==> config.mk <==
export PLATFORM = sky130hd
export DESIGN_NAME = regfile_wb_arbiter
export DESIGN_NICKNAME = d
export VERILOG_FILES = /design/src/rtl/regfile_wb_arbiter_pkg.sv /design/src/rtl/regfile_wb_arbiter_wb_fifo.sv /design/src/rtl/regfile_wb_arbiter.sv
export SDC_FILE = /design/constraint.sdc
export NUM_CORES = 1
export LEC_CHECK = 0
export BUFFER_PORTS_ARGS = -buffer_cell sky130_fd_sc_hd__buf_2
export CORE_ASPECT_RATIO = 0.7
export CORE_MARGIN = 2
export CORE_UTILIZATION = 54
export CTS_CLUSTER_DIAMETER = 60
export DETAILED_ROUTE_END_ITERATION = 6
export PLACE_DENSITY_LB_ADDON = 0.12
export SYNTH_ARGS = -nofsm -noshare
export SYNTH_HDL_FRONTEND = slang
export SYNTH_HIERARCHICAL = 1
export SYNTH_SLANG_ARGS = --single-unit
==> constraint.sdc <==
create_clock -name clk -period 3.9 [get_ports clk]
set_input_delay 0 -clock clk [delete_from_list [all_inputs] [get_ports clk]]
set_output_delay 0 -clock clk [all_outputs]
set_load 0.005 [all_outputs]
==> src/rtl/regfile_wb_arbiter_pkg.sv <==
// Shared register-file types and widths, plus the write-port source select used by the arbiter.
package regfile_wb_arbiter_pkg;

    localparam int RF_ADDR_W = 5;
    localparam int RF_DATA_W = 32;

    typedef struct packed {
        logic [RF_ADDR_W-1:0] addr;
        logic [RF_DATA_W-1:0] data;
    } wb_req_t;

    typedef enum logic [1:0] {
        SRC_NONE = 2'd0,
        SRC_PIPE = 2'd1,
        SRC_FIFO = 2'd2,
        SRC_BYP  = 2'd3
    } wb_src_e;

endpackage

==> src/rtl/regfile_wb_arbiter_wb_fifo.sv <==
// Small FIFO holding long-latency writeback requests; head is visible combinationally.
module wb_fifo #(
    parameter int W     = 37,
    parameter int DEPTH = 4
) (
    input  logic                       clk,
    input  logic                       rst,
    input  logic                       push,
    input  logic                       pop,
    input  logic [W-1:0]               din,
    output logic [W-1:0]               head,
    output logic                       full,
    output logic                       empty,
    output logic [$clog2(DEPTH):0]     count
);
    localparam int PW = $clog2(DEPTH);

    logic [W-1:0]  mem [DEPTH];
    logic [PW-1:0] wr_ptr;
    logic [PW-1:0] rd_ptr;

    assign head  = mem[rd_ptr];
    assign empty = (count == '0);
    assign full  = (count == (PW+1)'(DEPTH));

    always_ff @(posedge clk) begin
        if (push) begin
            mem[wr_ptr] <= din;
        end
    end

    always_ff @(posedge clk or posedge rst) begin
        if (rst) begin
            wr_ptr <= '0;
            rd_ptr <= '0;
            count  <= '0;
        end else begin
            if (push) begin
                wr_ptr <= wr_ptr + 1'b1;
            end
            if (pop) begin
                rd_ptr <= rd_ptr + 1'b1;
            end
            // Simultaneous push and pop leaves the occupancy unchanged.
            if (push && !pop) begin
                count <= count + 1'b1;
            end else if (pop && !push) begin
                count <= count - 1'b1;
            end
        end
    end

endmodule

==> src/rtl/regfile_wb_arbiter.sv <==
// Register-file write-port arbiter: MEM/WB writeback vs. queued long-latency results,
// with a per-register busy mask for decode stalls and an anti-starvation pipeline hold.
module regfile_wb_arbiter
    import regfile_wb_arbiter_pkg::*;
#(
    parameter int N          = RF_ADDR_W,
    parameter int M          = RF_DATA_W,
    parameter int DEPTH      = 4,
    parameter int STARVE_LIM = 8
) (
    input  logic         clk,
    input  logic         rst,
    input  logic         pipe_we,
    input  logic [N-1:0] pipe_a,
    input  logic [M-1:0] pipe_wd,
    input  logic         lu_valid,
    input  logic [N-1:0] lu_a,
    input  logic [M-1:0] lu_wd,
    output logic         lu_ready,
    output logic [N-1:0] a3,
    output logic [M-1:0] wd3,
    output logic         we3,
    input  logic [N-1:0] chk_a1,
    input  logic [N-1:0] chk_a2,
    input  logic [N-1:0] chk_ad,
    output logic         busy_stall,
    output logic         pipe_hold
);
    localparam int CW = $clog2(DEPTH) + 1;
    localparam int SW = $clog2(STARVE_LIM) + 1;

    logic [N+M-1:0]      head;
    logic [N-1:0]        head_a;
    logic [M-1:0]        head_d;
    logic                fifo_full;
    logic                fifo_empty;
    logic [CW-1:0]       fifo_count;
    logic                push;
    logic                pop;
    wb_src_e             src;
    logic [N-1:0]        sel_a;
    logic [M-1:0]        sel_d;
    logic [(1<<N)-1:0]   busy;
    logic [SW-1:0]       starve_cnt;

    assign head_a = head[N+M-1:M];
    assign head_d = head[M-1:0];

    wb_fifo #(
        .W     (N + M),
        .DEPTH (DEPTH)
    ) u_fifo (
        .clk   (clk),
        .rst   (rst),
        .push  (push),
        .pop   (pop),
        .din   ({lu_a, lu_wd}),
        .head  (head),
        .full  (fifo_full),
        .empty (fifo_empty),
        .count (fifo_count)
    );

    always_comb begin
        src = SRC_NONE;
        if (pipe_hold && !fifo_empty) begin
            src = SRC_FIFO;
        end else if (pipe_we) begin
            src = SRC_PIPE;
        end else if (!fifo_empty) begin
            src = SRC_FIFO;
        end else if (lu_valid) begin
            src = SRC_BYP;
        end
    end

    always_comb begin
        sel_a = '0;
        sel_d = '0;
        case (src)
            SRC_PIPE: begin sel_a = pipe_a; sel_d = pipe_wd; end
            SRC_FIFO: begin sel_a = head_a; sel_d = head_d; end
            SRC_BYP:  begin sel_a = lu_a;   sel_d = lu_wd;   end
            default:  begin sel_a = '0;     sel_d = '0;      end
        endcase
    end

    // r0 writes are swallowed here; the bus is zeroed whenever nothing is written.
    assign we3 = (src != SRC_NONE) && (sel_a != '0);
    assign a3  = we3 ? sel_a : '0;
    assign wd3 = we3 ? sel_d : '0;

    assign pop      = (src == SRC_FIFO);
    assign lu_ready = !fifo_full || pop;
    assign push     = lu_valid && lu_ready && (src != SRC_BYP) && (lu_a != '0);

    always_ff @(posedge clk or posedge rst) begin
        if (rst) begin
            busy <= '0;
        end else begin
            // Set is applied last so it wins over a same-cycle clear.
            if (pop) begin
                busy[head_a] <= 1'b0;
            end
            if (push) begin
                busy[lu_a] <= 1'b1;
            end
        end
    end

    function automatic logic is_busy(input logic [N-1:0] a, input logic [(1<<N)-1:0] mask);
        return (a != '0) && mask[a];
    endfunction

    assign busy_stall = is_busy(chk_a1, busy) | is_busy(chk_a2, busy) | is_busy(chk_ad, busy);

    always_ff @(posedge clk or posedge rst) begin
        if (rst) begin
            starve_cnt <= '0;
            pipe_hold  <= 1'b0;
        end else begin
            if (fifo_empty || pop) begin
                starve_cnt <= '0;
            end else if (starve_cnt != SW'(STARVE_LIM - 1)) begin
                starve_cnt <= starve_cnt + 1'b1;
            end
            if (pop) begin
                pipe_hold <= 1'b0;
            end else if (!fifo_empty && starve_cnt == SW'(STARVE_LIM - 1)) begin
                pipe_hold <= 1'b1;
            end
        end
    end

endmodule

After elaboration in Yosys (flattened, before gate mapping)
Memory sizes are Yosys's and may differ from the RTL's.
Index checks and enable logic that the tools add are counted.

storage, ports and cells
  logic and storage cells = 88
  input bits = 93
  output and inout bits = 41
  memories = 1
  flip-flop bits (word level) = 44
  bits in writable memories = 148

memories
  name        depth  width  rd ports  clocked after Yosys merged registers in  wr ports  line                              source
  u_fifo.mem  4      37     1         0                                        1         regfile_wb_arbiter_wb_fifo.sv:18  logic [W-1:0] mem [DEPTH];

operators by class
  multiplexer cells = 28
  bitwise operators = 5
  $lt $le $gt $ge = 7
  add/sub/neg operators = 5
  equal/unequal tests = 7
  reductions and logical operators = 29

operators with widths
  cell                                                               number
  2-to-1 mux 32 bit                                                  3
  one-hot mux 32 bit (3 select lines)                                1
  AND 32 bit                                                         1
  inverter 32 bit                                                    1
  OR 32 bit                                                          1
  < comparator 5 x 6 -> 1 bit, second input constant                 5
  nonzero test 5 bit                                                 5
  binary-select mux 1 bit (select 5 bit)                             3
  one-hot mux 5 bit (3 select lines)                                 1
  logical AND 1 bit                                                  13
  demux 1 bit (select 5 bit)                                         2
  greater-or-equal comparator 5 x 1 -> 1 bit, second input constant  2
  2-to-1 mux 1 bit                                                   9
  2-to-1 mux 2 bit                                                   4
  2-to-1 mux 4 bit                                                   2
  nonzero test 2 bit                                                 4
  2-to-1 mux 3 bit                                                   2
  2-to-1 mux 5 bit                                                   1
  adder 2 x 1 -> 2 bit, second input constant                        2
  adder 4 x 1 -> 4 bit, second input constant                        1
  equality test 2 bit, second input constant                         2
  equality test 4 x 3 -> 1 bit, second input constant                1
  zero test 1 bit                                                    4
  != test 4 x 3 -> 1 bit, second input constant                      1
  other kinds (8)                                                    10

Longest topological paths before layout
Gate-level depths: netlist of run 1.

  depth in word-level cells = 13
  mapped depth = 12
  depth with buffers taken out = 11

Hierarchy
The synthesis of run 1 kept the hierarchy.

by module, submodules not included
  module              cells each  times used  area each (µm²)  seq. area each (µm²)
  wb_fifo             228         1           5728.0           4619.4
  regfile_wb_arbiter  355         1           3270.6           900.9

Least setup slack after synthesis of run 1
OpenSTA, ideal clock, no wires.

  path type = reg2reg
  start = reg u_fifo.count[0]
  end = mem u_fifo.mem[0][0], enable pin
  arrival = 2377 ps
  period minus slack after synthesis = 2774 ps
  library setup time = 398 ps
  buffers on the path = 0
  cell stages (with the launch flop) = 6
  slack = 1126 ps
  data required time = 3502 ps
  path through = dfrtp_1 nor3_1 or2_2 a21oi_1 o31a_1 and2_1

between the ends
  word-level cells in the longest chain between the ends = 11
  elaborated cells between the ends (all ways) = 16
  those cells by class = eq/ne (3); mux (5); reduce/logical (8)

RTL lines
  element                                                line                                                source
  start: declaration                                     regfile_wb_arbiter_wb_fifo.sv:14                    output logic [$clog2(DEPTH):0] count
  start signal: assignment                               regfile_wb_arbiter_wb_fifo.sv:46                    count <= count + 1'b1;
  start signal: assignment                               regfile_wb_arbiter_wb_fifo.sv:48                    count <= count - 1'b1;
  zero test 3 bit *                                      regfile_wb_arbiter_wb_fifo.sv:23                    assign empty = (count == '0);
  net fifo_empty                                         regfile_wb_arbiter.sv:36                            logic fifo_empty;
  2-to-1 mux 2 bit or zero test 1 bit (tied branches)    regfile_wb_arbiter.sv:70, regfile_wb_arbiter.sv:66
  2-to-1 mux 2 bit or logical AND 1 bit (tied branches)  regfile_wb_arbiter.sv:68, regfile_wb_arbiter.sv:66
  2-to-1 mux 2 bit *                                     regfile_wb_arbiter.sv:66                            if (pipe_hold && !fifo_empty) begin
  equality test 2 bit                                    regfile_wb_arbiter.sv:93                            assign pop = (src == SRC_FIFO);
  logical OR 1 bit                                       regfile_wb_arbiter.sv:94                            assign lu_ready = !fifo_full || pop;
  logical AND 1 bit                                      regfile_wb_arbiter.sv:95                            assign push = lu_valid && lu_ready && (src != SRC_BYP) && (lu_a != '0);
  logical AND 1 bit * (2 in series)                      regfile_wb_arbiter.sv:95
  net push                                               regfile_wb_arbiter.sv:38                            logic push;
  2-to-1 mux 1 bit *                                     regfile_wb_arbiter_wb_fifo.sv:27                    if (push) begin
  2-to-1 mux 1 bit (implied by the code) *               regfile_wb_arbiter_wb_fifo.sv:28                    mem[wr_ptr] <= din;
  end: declaration                                       regfile_wb_arbiter_wb_fifo.sv:18

Mark *: on every way through the listed nets, which the timed path passes. The rest lies on a longest branch.

Final worst setup path of run 1
  start = reg u_fifo.count[0]
  end = out wd3[1]

between the ends
  word-level cells in the longest chain between the ends = 9
  elaborated cells between the ends (all ways) = 15
  those cells by class = eq/ne (3); mux (6); reduce/logical (6)

RTL lines
  element                                                              line                                                source
  zero test 3 bit *                                                    regfile_wb_arbiter_wb_fifo.sv:23
  net fifo_empty                                                       regfile_wb_arbiter.sv:36
  2-to-1 mux 2 bit or zero test 1 bit (tied branches)                  regfile_wb_arbiter.sv:70, regfile_wb_arbiter.sv:66
  2-to-1 mux 2 bit or logical AND 1 bit (tied branches)                regfile_wb_arbiter.sv:68, regfile_wb_arbiter.sv:66
  2-to-1 mux 2 bit *                                                   regfile_wb_arbiter.sv:66
  equality test 2 bit or equality test 2 x 1 -> 1 bit (tied branches)  regfile_wb_arbiter.sv:80                            case (src)
  one-hot mux 5 bit (3 select lines)                                   regfile_wb_arbiter.sv:80
  nonzero test 5 bit                                                   regfile_wb_arbiter.sv:89                            assign we3 = (src != SRC_NONE) && (sel_a != '0);
  logical AND 1 bit                                                    regfile_wb_arbiter.sv:89
  2-to-1 mux 32 bit *                                                  regfile_wb_arbiter.sv:91                            assign wd3 = we3 ? sel_d : '0;
  end: declaration                                                     regfile_wb_arbiter.sv:21                            output logic [M-1:0] wd3,

Marks and branches as above.

==> results of run 1 <==
==> worst min-delay path by stage <==
stage                                         endpoint  start
after floorplan            u_fifo/count[0]$_DFFE_PP0P_    rst
after detailed placement   u_fifo/count[1]$_DFFE_PP0P_    rst
after global routing       u_fifo/count[1]$_DFFE_PP0P_    rst
after CTS                  u_fifo/count[1]$_DFFE_PP0P_    rst
after global placement     u_fifo/count[2]$_DFFE_PP0P_    rst
final                     u_fifo/wr_ptr[0]$_DFFE_PP0P_    rst
==> metrics by stage <==
| step | power, mW | instances | utilization, % | worst slack (ns) | area, sq um |
|---|---|---|---|---|---|
| 2_1_floorplan | 4.80 | 583 | - | 1.13 | 9000 |
| 3_3_place_gp | 5.47 | 913 | 60.3 | 0.972 | 9830 |
| 3_5_place_dp | 5.58 | 913 | 60.3 | 0.827 | 9830 |
| 4_1_cts | 7.40 | 984 | 66.5 | 0.362 | 10800 |
| 5_1_grt | 7.75 | 984 | 66.5 | 0.110 | 10800 |
| 6_report | 7.36 | 984 | 66.5 | 0.380 | 10800 |
==> cell usage in the layout, fill, tap and decap left out, types with 13 or more instances in the layout <==
master / instances
o21ai_1: 42
nand2_1: 13
dlygate4sd3_1: 39
dfrtp_1: 42
o21ai_0: 28
edfxtp_1: 148
a21oi_2: 29
mux4_2: 59
clkbuf_16: 17
a22o_1: 32
buf_2: 133
nand3b_1: 13
a21oi_1: 38
==> state kept, by name (all words and copies together) (netlist names) <==
signal and flops:
busy 31, u_fifo/count 3, starve_cnt 4, u_fifo/rd_ptr 2, u_fifo/wr_ptr 2, u_fifo/mem 148
pipe_hold 1
==> kinds of logic after synthesis <==
| group | after synthesis |
|---|---|
| XOR/XNOR | 7 |
| adder cells (fa/ha/maj) | 7 |
| AND/OR/NAND/NOR | 72 |
| buffers and inverters | 53 |
| flip-flops | 191 |
| AO/OA/AOI/OAI | 184 |
| multiplexers | 69 |
==> where the power goes <==
| group | total [mW] | internal [mW] | switching [mW] |
|---|---|---|---|
| Combinational | 2.50 | 1.16 | 1.34 |
| Sequential | 3.06 | 2.73 | 0.330 |
| Clock | 1.79 | 0.980 | 0.812 |
| Total | 7.36 | 4.87 | 2.48 |
==> layout make-up <==
| cell class | count | area, sq um |
|---|---|---|
| sequential | 191 | 5520 |
| fill | 1162 | 5460 |
| multi-input combinational | 339 | 3230 |
| timing repair buffer | 183 | 1140 |
| clock buffer | 17 | 425 |
| tap | 225 | 282 |
| clock inverter | 15 | 193 |
| inverter | 14 | 52.6 |
==> layer usage <==
layer	wire length [um]	part of all wire [%]	vias up
met1	9260	44	3106
met2	9710	46	291
met3	1720	8.2	39
met5	0	0	-
met4	379	1.8	0
li1	-	-	2680
==> worst max-delay path, stage by stage, from the launching register on <==
cell and delay [ns]:
dfrtp_1 0.45, nor3_1 0.47, or2_2 0.24, inv_2 0.31, a221o_1 0.46, nor4_4 0.30
buf_4 0.55, a21oi_1 0.15, buf_2 0.16
==> run_results.csv, run 1 <==
group,metric,value,unit
timing,tightestPinTransition,0.817,ns
clock_network,cts_tree,"built",
floorplan,chipHeight,112,um
yosys,synth_top_family_by_area,"multiplexers",
yosys,netlist_area,0.00900,sq mm
cells_and_area,n_antenna_cell,0,
yosys,synth_seq_cells,191,
timing,timing.fmax,284,MHz
critical_path,cp.arrival,3.52,ns
routing,vias,6116,
yosys,synth-xor-area-share,0.681,%
yosys,synth_top_area_share,49.4,%
power_and_ir_drop,cellPowerDensity,679,mW/mm^2
timing,final-setup-viol-count,0,
floorplan,start_util,55.2,%
yosys,synthTopCellsByCount,"edfxtp_1 (148), mux4_2 (59), dfrtp_1 (43)",
clock_network,cts_buffer_depth,2,
timing,min_period,3.52,ns
grt,grt_max_degree,44,
yosys,synth_nets,683,
routing,totalWireLength,21.1,mm
timing,rsz0062_at_grt,"no",
yosys,synth_top_area_cell,"edfxtp_1",
critical_path,worstPathRequired,3.90,ns
outcome,status,"finished clean",
placement,gp_congestion,0.989,
critical_path,r2r_slack,0.96,ns
cells_and_area,fin_nets,846,
grt,gr-usage-met1,37.7,%
yosys,synth_cells,583,
critical_path,crit_path_end,"wd3[1]",
critical_path,crit_path_start,"u_fifo/count[0]$_DFFE_PP0P_",
grt,track_usage,25.0,%
critical_path,path_max_fanout,43,
routing,drt_iter0_drc,654,
power_and_ir_drop,peakVddDrop,397,uV
grt,met2_usage,36.9,%
clock_network,cts_made_buffers,17,
timing,finalSetupTns,0,ns
critical_path,reg2reg_depth,10,
grt,busiest_layer,"met1",
grt,grtUsageMet3,6.07,%
floorplan,die_w,158,um
yosys,synth-simple-area-share,4.71,%
yosys,synthMuxAreaShare,15.9,%
timing,relSlewSlack,45.4,%
clock_network,cts-hold-fix-buffers,39,
yosys,synthAdderAreaFrac,1.06,%
timing,finalHoldViolCount,0,
routing,vias_per_cell,6.22,
critical_path,critPathKind,"reg2out",
cells_and_area,layout-area-overhead-vs-synth,20.5,%
routing,drtPass1Iterations,5,
grt,grt_antenna_before_repair,0,
yosys,synth_edf_count,148,
run,cap_violations,0,
clock_network,htree_levels,4,
power_and_ir_drop,p_leak,3.95,nW
min_path,min_path_type,"in2async",
timing,final_max_slew_viol_count,0,
yosys,synthTopCellsByArea,"edfxtp_1 (49%), mux4_2 (15%), dfrtp_1 (12%), a22o_1 (3.1%), a21oi_2 (2.8%)",
critical_path,timing.rr.end,"u_fifo/count[2]$_DFFE_PP0P_",
yosys,ys.flop_type,"edfxtp_1",
routing,drc,0,
floorplan,io_pins,134,
floorplan,dieArea,0.0177,sq mm
yosys,async_reset_ff_share,22.5,%
grt,grt_pass1_vias,6062,
clock_network,clk-insertion-delay-late,0.43,ns
yosys,synth_most_common_cell,"edfxtp_1",
critical_path,r2r_start,"u_fifo/count[0]$_DFFE_PP0P_",
floorplan,fp.coreArea,0.0163,sq mm
floorplan,rows,39,
yosys,yosys_warnings,6,
clock_network,post_cts_buffers,0,
grt,overflow,0,
yosys,syn_area_per_cell,15.4,sq um
timing,skew,0.00978,ns
placement,place_hpwl,13.8,mm
grt,grt_pass1_wl,32.9,mm
yosys,synth_compound_area_share,13.4,%
critical_path,end_kind,"output port",
timing,period_share,90.3,%
clock_network,ctsResizeCount,0,
critical_path,start_kind,"flop",
routing,routedWlPerCell,21.4,um
placement,numPortBuffers,133,
clock_network,root_buffer,"clkbuf_16",
cells_and_area,drive_above_1_share,36.4,%
clock_network,clk_pin_slew,0.08,ns
clock_network,clock_sinks,191,
yosys,ys_seq_area_share,61.3,%
timing,holdWs,0.0770,ns
routing,ant_nets,0,
yosys,ys_types,48,
Power figures use the tool's default switching activity.
==> run 2, diff against run 1 <==
--- a/config.mk
+++ b/config.mk
@@ -12,6 +12,7 @@
 export CTS_CLUSTER_DIAMETER = 60
 export DETAILED_ROUTE_END_ITERATION = 6
 export PLACE_DENSITY_LB_ADDON = 0.12
+export RECOVER_POWER = 25
 export SYNTH_ARGS = -nofsm -noshare
 export SYNTH_HDL_FRONTEND = slang
 export SYNTH_HIERARCHICAL = 1
==> constraint.sdc (replaced) <==
create_clock -name clk -period 3.9 [get_ports clk]
set_input_delay 0.78 -clock clk [delete_from_list [all_inputs] [get_ports clk]]
set_output_delay 0.78 -clock clk [all_outputs]
set_load 0.005 [all_outputs]
==> run_results.csv, run 2 (synthesis results as in run 1) <==
group,metric,value,unit
floorplan,fp.coreArea,0.0163,sq mm
grt,grt_antenna_before_repair,0,
critical_path,critPathKind,"reg2out",
cells_and_area,instances_no_fill,952,
cells_and_area,layout-area-overhead-vs-synth,16.4,%
cells_and_area,max_flop_register,"u_fifo/mem",
routing,drt_iter0_drc,689,
timing,finalSetupTns,0,ns
clock_network,clk_pin_slew,0.08,ns
clock_network,clk-insertion-delay-late,0.44,ns
grt,overflow,0,
routing,totalWireLength,21.0,mm
placement,numPortBuffers,133,
floorplan,die_w,158,um
floorplan,io_pins,134,
critical_path,end_kind,"output port",
power_and_ir_drop,peakVddDrop,283,uV
critical_path,path_max_fanout,33,
cells_and_area,nFillCells,1225,
timing,period_share,96.1,%
cells_and_area,top_regs,"u_fifo/mem: 148 flops, busy: 31 flops, starve_cnt: 4 flops",
timing,fin_ws,0.153,ns
placement,dp.cells,920,
floorplan,dieArea,0.0177,sq mm
routing,routedWlPerCell,22.0,um
timing,finalHoldViolCount,0,
critical_path,start_kind,"flop",
clock_network,clock_sinks,191,
run,cap_violations,0,
routing,drc,3,
clock_network,cts_buffer_depth,2,
timing,final-setup-viol-count,0,
floorplan,chipHeight,112,um
outcome,status,"complete, but fails checks",
timing,rsz0062_at_grt,"no",
timing,timing.fmax,267,MHz
cells_and_area,postLayoutCellArea,0.0105,sq mm
outcome,violations,"design-rule violations",
placement,place_ws,0.425,ns
timing,tightestPinTransition,0.544,ns
cells_and_area,fin_nets,814,
routing,vias_per_cell,6.22,
grt,track_usage,25.2,%
cells_and_area,largest_reg_flops,148,
clock_network,root_buffer,"clkbuf_16",
clock_network,cts_made_buffers,17,
grt,grt_max_degree,37,
cells_and_area,n_antenna_cell,0,
timing,final_max_slew_viol_count,0,
cells_and_area,drive_above_1_share,35.5,%
timing,relSlewSlack,63.6,%
critical_path,cp.arrival,2.97,ns
routing,vias,5920,
power_and_ir_drop,total_power,7.36,mW
clock_network,cts_tree,"built",
critical_path,worstPathRequired,3.12,ns
min_path,min_path_type,"in2async",
power_and_ir_drop,cellPowerDensity,702,mW/mm^2
routing,drtPass1Iterations,7,
placement,gp_congestion,0.963,
floorplan,start_util,55.2,%
clock_network,htree_levels,4,
cells_and_area,mostFrequentLayoutCell,"edfxtp_1",
clock_network,cts-hold-fix-buffers,0,
placement,place_hpwl,14.6,mm
placement,place_area,0.00991,sq mm
routing,ant_nets,0,
floorplan,rows,39,
grt,grt_pass1_vias,5847,
timing,min_period,3.75,ns
grt,grt_pass1_wl,33.2,mm
power_and_ir_drop,p_leak,3.74,nW
timing,skew,0.0157,ns
cells_and_area,final_cell_mix,"edfxtp_1 (148), buf_2 (107), mux4_2 (59)",
run 2: changes by cell type in the layout (fill, tap and decap cells not counted), sizes merged:
cell	delta
clkinvlp	+2
bufinv	-1
dlygate4sd3	-39
buf	-19
clkinv	-1
clkbuf	+26
run 2: metrics by stage:
stage               hold WS, ns  utilization (%)
global route              0.317             64.3
global placement          0.473             60.8
finish                    0.311             64.3
floorplan                 0.456                -
detailed placement        0.479             60.8
CTS                       0.304             64.5
run 2: worst max-delay path, cell delays in order (launching register included):
cell and delay (ns):
dfrtp_1 0.45, nor3_2 0.37, or2_2 0.23, inv_2 0.16, a221o_1 0.39, nor4_4 0.36, buf_12 0.28, a21oi_1 0.11
buf_2 0.13
run 2: where the power goes:
part	total (mW)	internal, mW	leakage [nW]	switching, mW
sequential	3.04	2.73	1.89	0.308
combinational	2.59	1.18	1.57	1.40
clock	1.73	0.916	0.285	0.817
total	7.36	4.83	3.74	2.53
run 2: cell type report:
class	count	area, sq um	area share [%]
Inverter	14	52.6	0.502
Clock inverter	15	169	1.61
Sequential cell	191	5520	52.7
Timing Repair Buffer	151	793	7.57
Multi-Input combinational cell	339	3230	30.9
Clock buffer	17	425	4.06
Tap cell	225	282	2.69
run 2: per-layer routing:
metal  up-vias  global-route usage [%]  routed length [um]
li1       2613                       -                   -
met1      3034                    39.2                9390
met2       251                    36.4                9600
met3        22                    5.92                1770
met4         0                    6.19                 205
met5         -                       0                   0
run 2: repair_timing:
| action | 4_1_cts | 5_1_grt |
|---|---|---|
| resized for setup | 0 | 1 |
| endpoints found under the setup margin | 0 | 33 |
| buffers inserted | 0 | 0 |
run 2: path summary, 6_finish.rpt:
path / startpoint / endpoint / slack (ns) / cells after the start
min reg2reg: u_fifo/count[2]$_DFFE_PP0P_ / u_fifo/count[2]$_DFFE_PP0P_ / 0.51 / 1
max in group asynchronous: rst / busy[25]$_DFF_PP0_ / 3.11 / 3
max: u_fifo/count[0]$_DFFE_PP0P_ / wd3[31] / 0.15 / 8
max reg2reg: u_fifo/count[0]$_DFFE_PP0P_ / u_fifo/count[2]$_DFFE_PP0P_ / 0.98 / 10
min in group clk: u_fifo/count[2]$_DFFE_PP0P_ / u_fifo/count[2]$_DFFE_PP0P_ / 0.51 / 1
min: rst / u_fifo/count[1]$_DFFE_PP0P_ / 0.31 / 2
==> run 3, diff against run 2 <==
--- a/config.mk
+++ b/config.mk
@@ -6,9 +6,11 @@
 export NUM_CORES = 1
 export LEC_CHECK = 0
 export BUFFER_PORTS_ARGS = -buffer_cell sky130_fd_sc_hd__buf_2
+export CELL_PAD_IN_SITES_DETAIL_PLACEMENT = 1
+export CELL_PAD_IN_SITES_GLOBAL_PLACEMENT = 1
 export CORE_ASPECT_RATIO = 0.7
 export CORE_MARGIN = 2
-export CORE_UTILIZATION = 54
+export CORE_UTILIZATION = 48
 export CTS_CLUSTER_DIAMETER = 60
 export DETAILED_ROUTE_END_ITERATION = 6
 export PLACE_DENSITY_LB_ADDON = 0.12
==> run_results.csv, run 3 (synthesis results as in run 1) <==
group,metric,value,unit
outcome,status,"finished clean",
cells_and_area,layout-area-overhead-vs-synth,17.0,%
cells_and_area,top_regs,"u_fifo/mem: 148 flops, busy: 31 flops, starve_cnt: 4 flops",
power_and_ir_drop,cellPowerDensity,706,mW/mm^2
critical_path,worstPathRequired,3.12,ns
routing,drt_iter0_drc,489,
timing,period_share,94.9,%
power_and_ir_drop,p_leak,3.76,nW
routing,vias,5976,
timing,finalSetupTns,0,ns
cells_and_area,n_antenna_cell,0,
critical_path,start_kind,"flop",
critical_path,critPathKind,"reg2out",
critical_path,end_kind,"output port",
floorplan,io_pins,134,
power_and_ir_drop,switching_power,2.54,mW
critical_path,r2r_start,"u_fifo/count[0]$_DFFE_PP0P_",
cells_and_area,multi_input_area,0.00324,sq mm
floorplan,start_util,49.4,%
run,cap_violations,0,
power_and_ir_drop,p_int,4.90,mW
grt,overflow,0,
grt,grt_pass1_wl,37.5,mm
routing,drtPass1Iterations,5,
power_and_ir_drop,pwr-share-comb,35.9,%
placement,place_area,0.00997,sq mm
clock_network,cts_made_buffers,17,
cells_and_area,instances_no_fill,962,
power_and_ir_drop,peakVddDrop,353,uV
clock_network,root_buffer,"clkbuf_16",
routing,drc,0,
timing,finalHoldViolCount,0,
floorplan,die_w,168,um
floorplan,chipHeight,119,um
power_and_ir_drop,seq_power_share,41.1,%
clock_network,cts_tree,"built",
clock_network,cts_buffer_depth,2,
cells_and_area,max_flop_register,"u_fifo/mem",
critical_path,cp.arrival,2.92,ns
critical_path,crit_path_start,"u_fifo/rd_ptr[1]$_DFFE_PP0P_",
critical_path,path_max_fanout,33,
timing,timing.fmax,270,MHz
power_and_ir_drop,power.switching_fraction,34.1,%
grt,track_usage,25.1,%
cells_and_area,postLayoutCellArea,0.0105,sq mm
cells_and_area,drive_above_1_share,35.3,%
timing,relSlewSlack,66.0,%
cells_and_area,final_cell_mix,"edfxtp_1 (148), buf_2 (105), mux4_2 (59)",
cells_and_area,mostFrequentLayoutCell,"edfxtp_1",
timing,rsz0062_at_grt,"no",
grt,grt_pass1_vias,6423,
floorplan,fp.coreArea,0.0182,sq mm
placement,place_hpwl,16.3,mm
timing,final_max_slew_viol_count,0,
clock_network,clock_sinks,191,
placement,numPortBuffers,133,
cells_and_area,nFillCells,1771,
grt,grt_antenna_before_repair,0,
floorplan,dieArea,0.0199,sq mm
floorplan,rows,41,
cells_and_area,largest_reg_flops,148,
power_and_ir_drop,pwr-share-clk,23.0,%
placement,gp_congestion,0.906,
cells_and_area,fin_util,57.8,%
timing,holdWs,0.332,ns
timing,final-setup-viol-count,0,
placement,dp.cells,930,
routing,totalWireLength,23.7,mm
timing,skew,0.0117,ns
clock_network,cts-hold-fix-buffers,0,
routing,ant_nets,0,
timing,min_period,3.70,ns
clock_network,clk_pin_slew,0.07,ns
min_path,min_path_type,"in2async",
clock_network,clk-insertion-delay-late,0.43,ns
cells_and_area,fin_nets,813,
critical_path,r2r_slack,1.00,ns
routing,vias_per_cell,6.21,
clock_network,htree_levels,4,
grt,grt_max_degree,38,
cells_and_area,regArea,0.00552,sq mm
routing,routedWlPerCell,24.6,um
timing,tightestPinTransition,0.509,ns
## run 3: cell count changes in the layout (fill, tap and decap cells not counted), moves of 2 or more
| cell | change |
|---|---|
| clkbuf_1 | +5 |
| inv_8 | -6 |
| clkinvlp_4 | -2 |
| buf_12 | +4 |
| clkbuf_16 | +3 |
| buf_2 | -2 |
| and2_1 | -4 |
| buf_4 | -5 |
| and2_2 | +4 |
## run 3: through the flow
step                      power, mW  setup WS [ns]
after floorplan                4.80          0.632
after global placement         5.58          0.599
after detailed placement       5.75          0.457
after CTS                      7.48         0.0333
after global routing           7.84         0.0813
final                          7.44          0.200
## run 3: area by class of cell
| type | count | area share, % |
|---|---|---|
| clock buffers | 24 | 4.99 |
| clock inverters | 8 | 0.606 |
| multi-input cells | 339 | 30.8 |
| repair buffers | 150 | 7.91 |
| flip-flops and latches | 191 | 52.4 |
| well taps | 236 | 2.80 |
| inverters | 14 | 0.499 |
## run 3: worst max-delay path, stage by stage, from the launching register on
cell	delay [ns]
dfrtp_1	0.42
buf_4	0.28
mux4_2	0.49
a221o_1	0.45
nor4_4	0.28
buf_12	0.28
a21oi_1	0.11
buf_2	0.14
## run 3: final timing paths
check / end / cells after the start
worst min register to register: u_fifo/count[2]$_DFFE_PP0P_ / 1
max in group asynchronous: busy[29]$_DFF_PP0_ / 3
worst min-delay path: u_fifo/wr_ptr[1]$_DFFE_PP0P_ / 2
min in group clk: u_fifo/count[2]$_DFFE_PP0P_ / 1
worst max-delay path: wd3[31] / 7
worst max register to register: u_fifo/count[2]$_DFFE_PP0P_ / 10
## run 3: what timing repair did
| action | CTS | global route |
|---|---|---|
| resized for setup | 0 | 1 |
| setup endpoints to repair | 0 | 34 |
| buffers inserted | 0 | 0 |
| hold endpoints to repair | 0 | 0 |
## run 3: power groups by stage
stage	combinational, mW	sequential (mW)	clock (mW)
3_3_place_gp	2.56	3.02	0
3_5_place_dp	2.67	3.08	0
2_1_floorplan	1.86	2.94	0
4_1_cts	2.69	3.05	1.74
5_1_grt	2.91	3.11	1.82
6_report	2.67	3.05	1.71
## run 3: metal layers
layer | part of all wire, % | vias up | track usage, %
li1 | - | 2608 | -
met1 | 45 | 3107 | 36.8
met2 | 47 | 228 | 37.9
met3 | 6.3 | 33 | 5.02
met4 | 1.8 | 0 | 8.37
met5 | 0 | - | 0
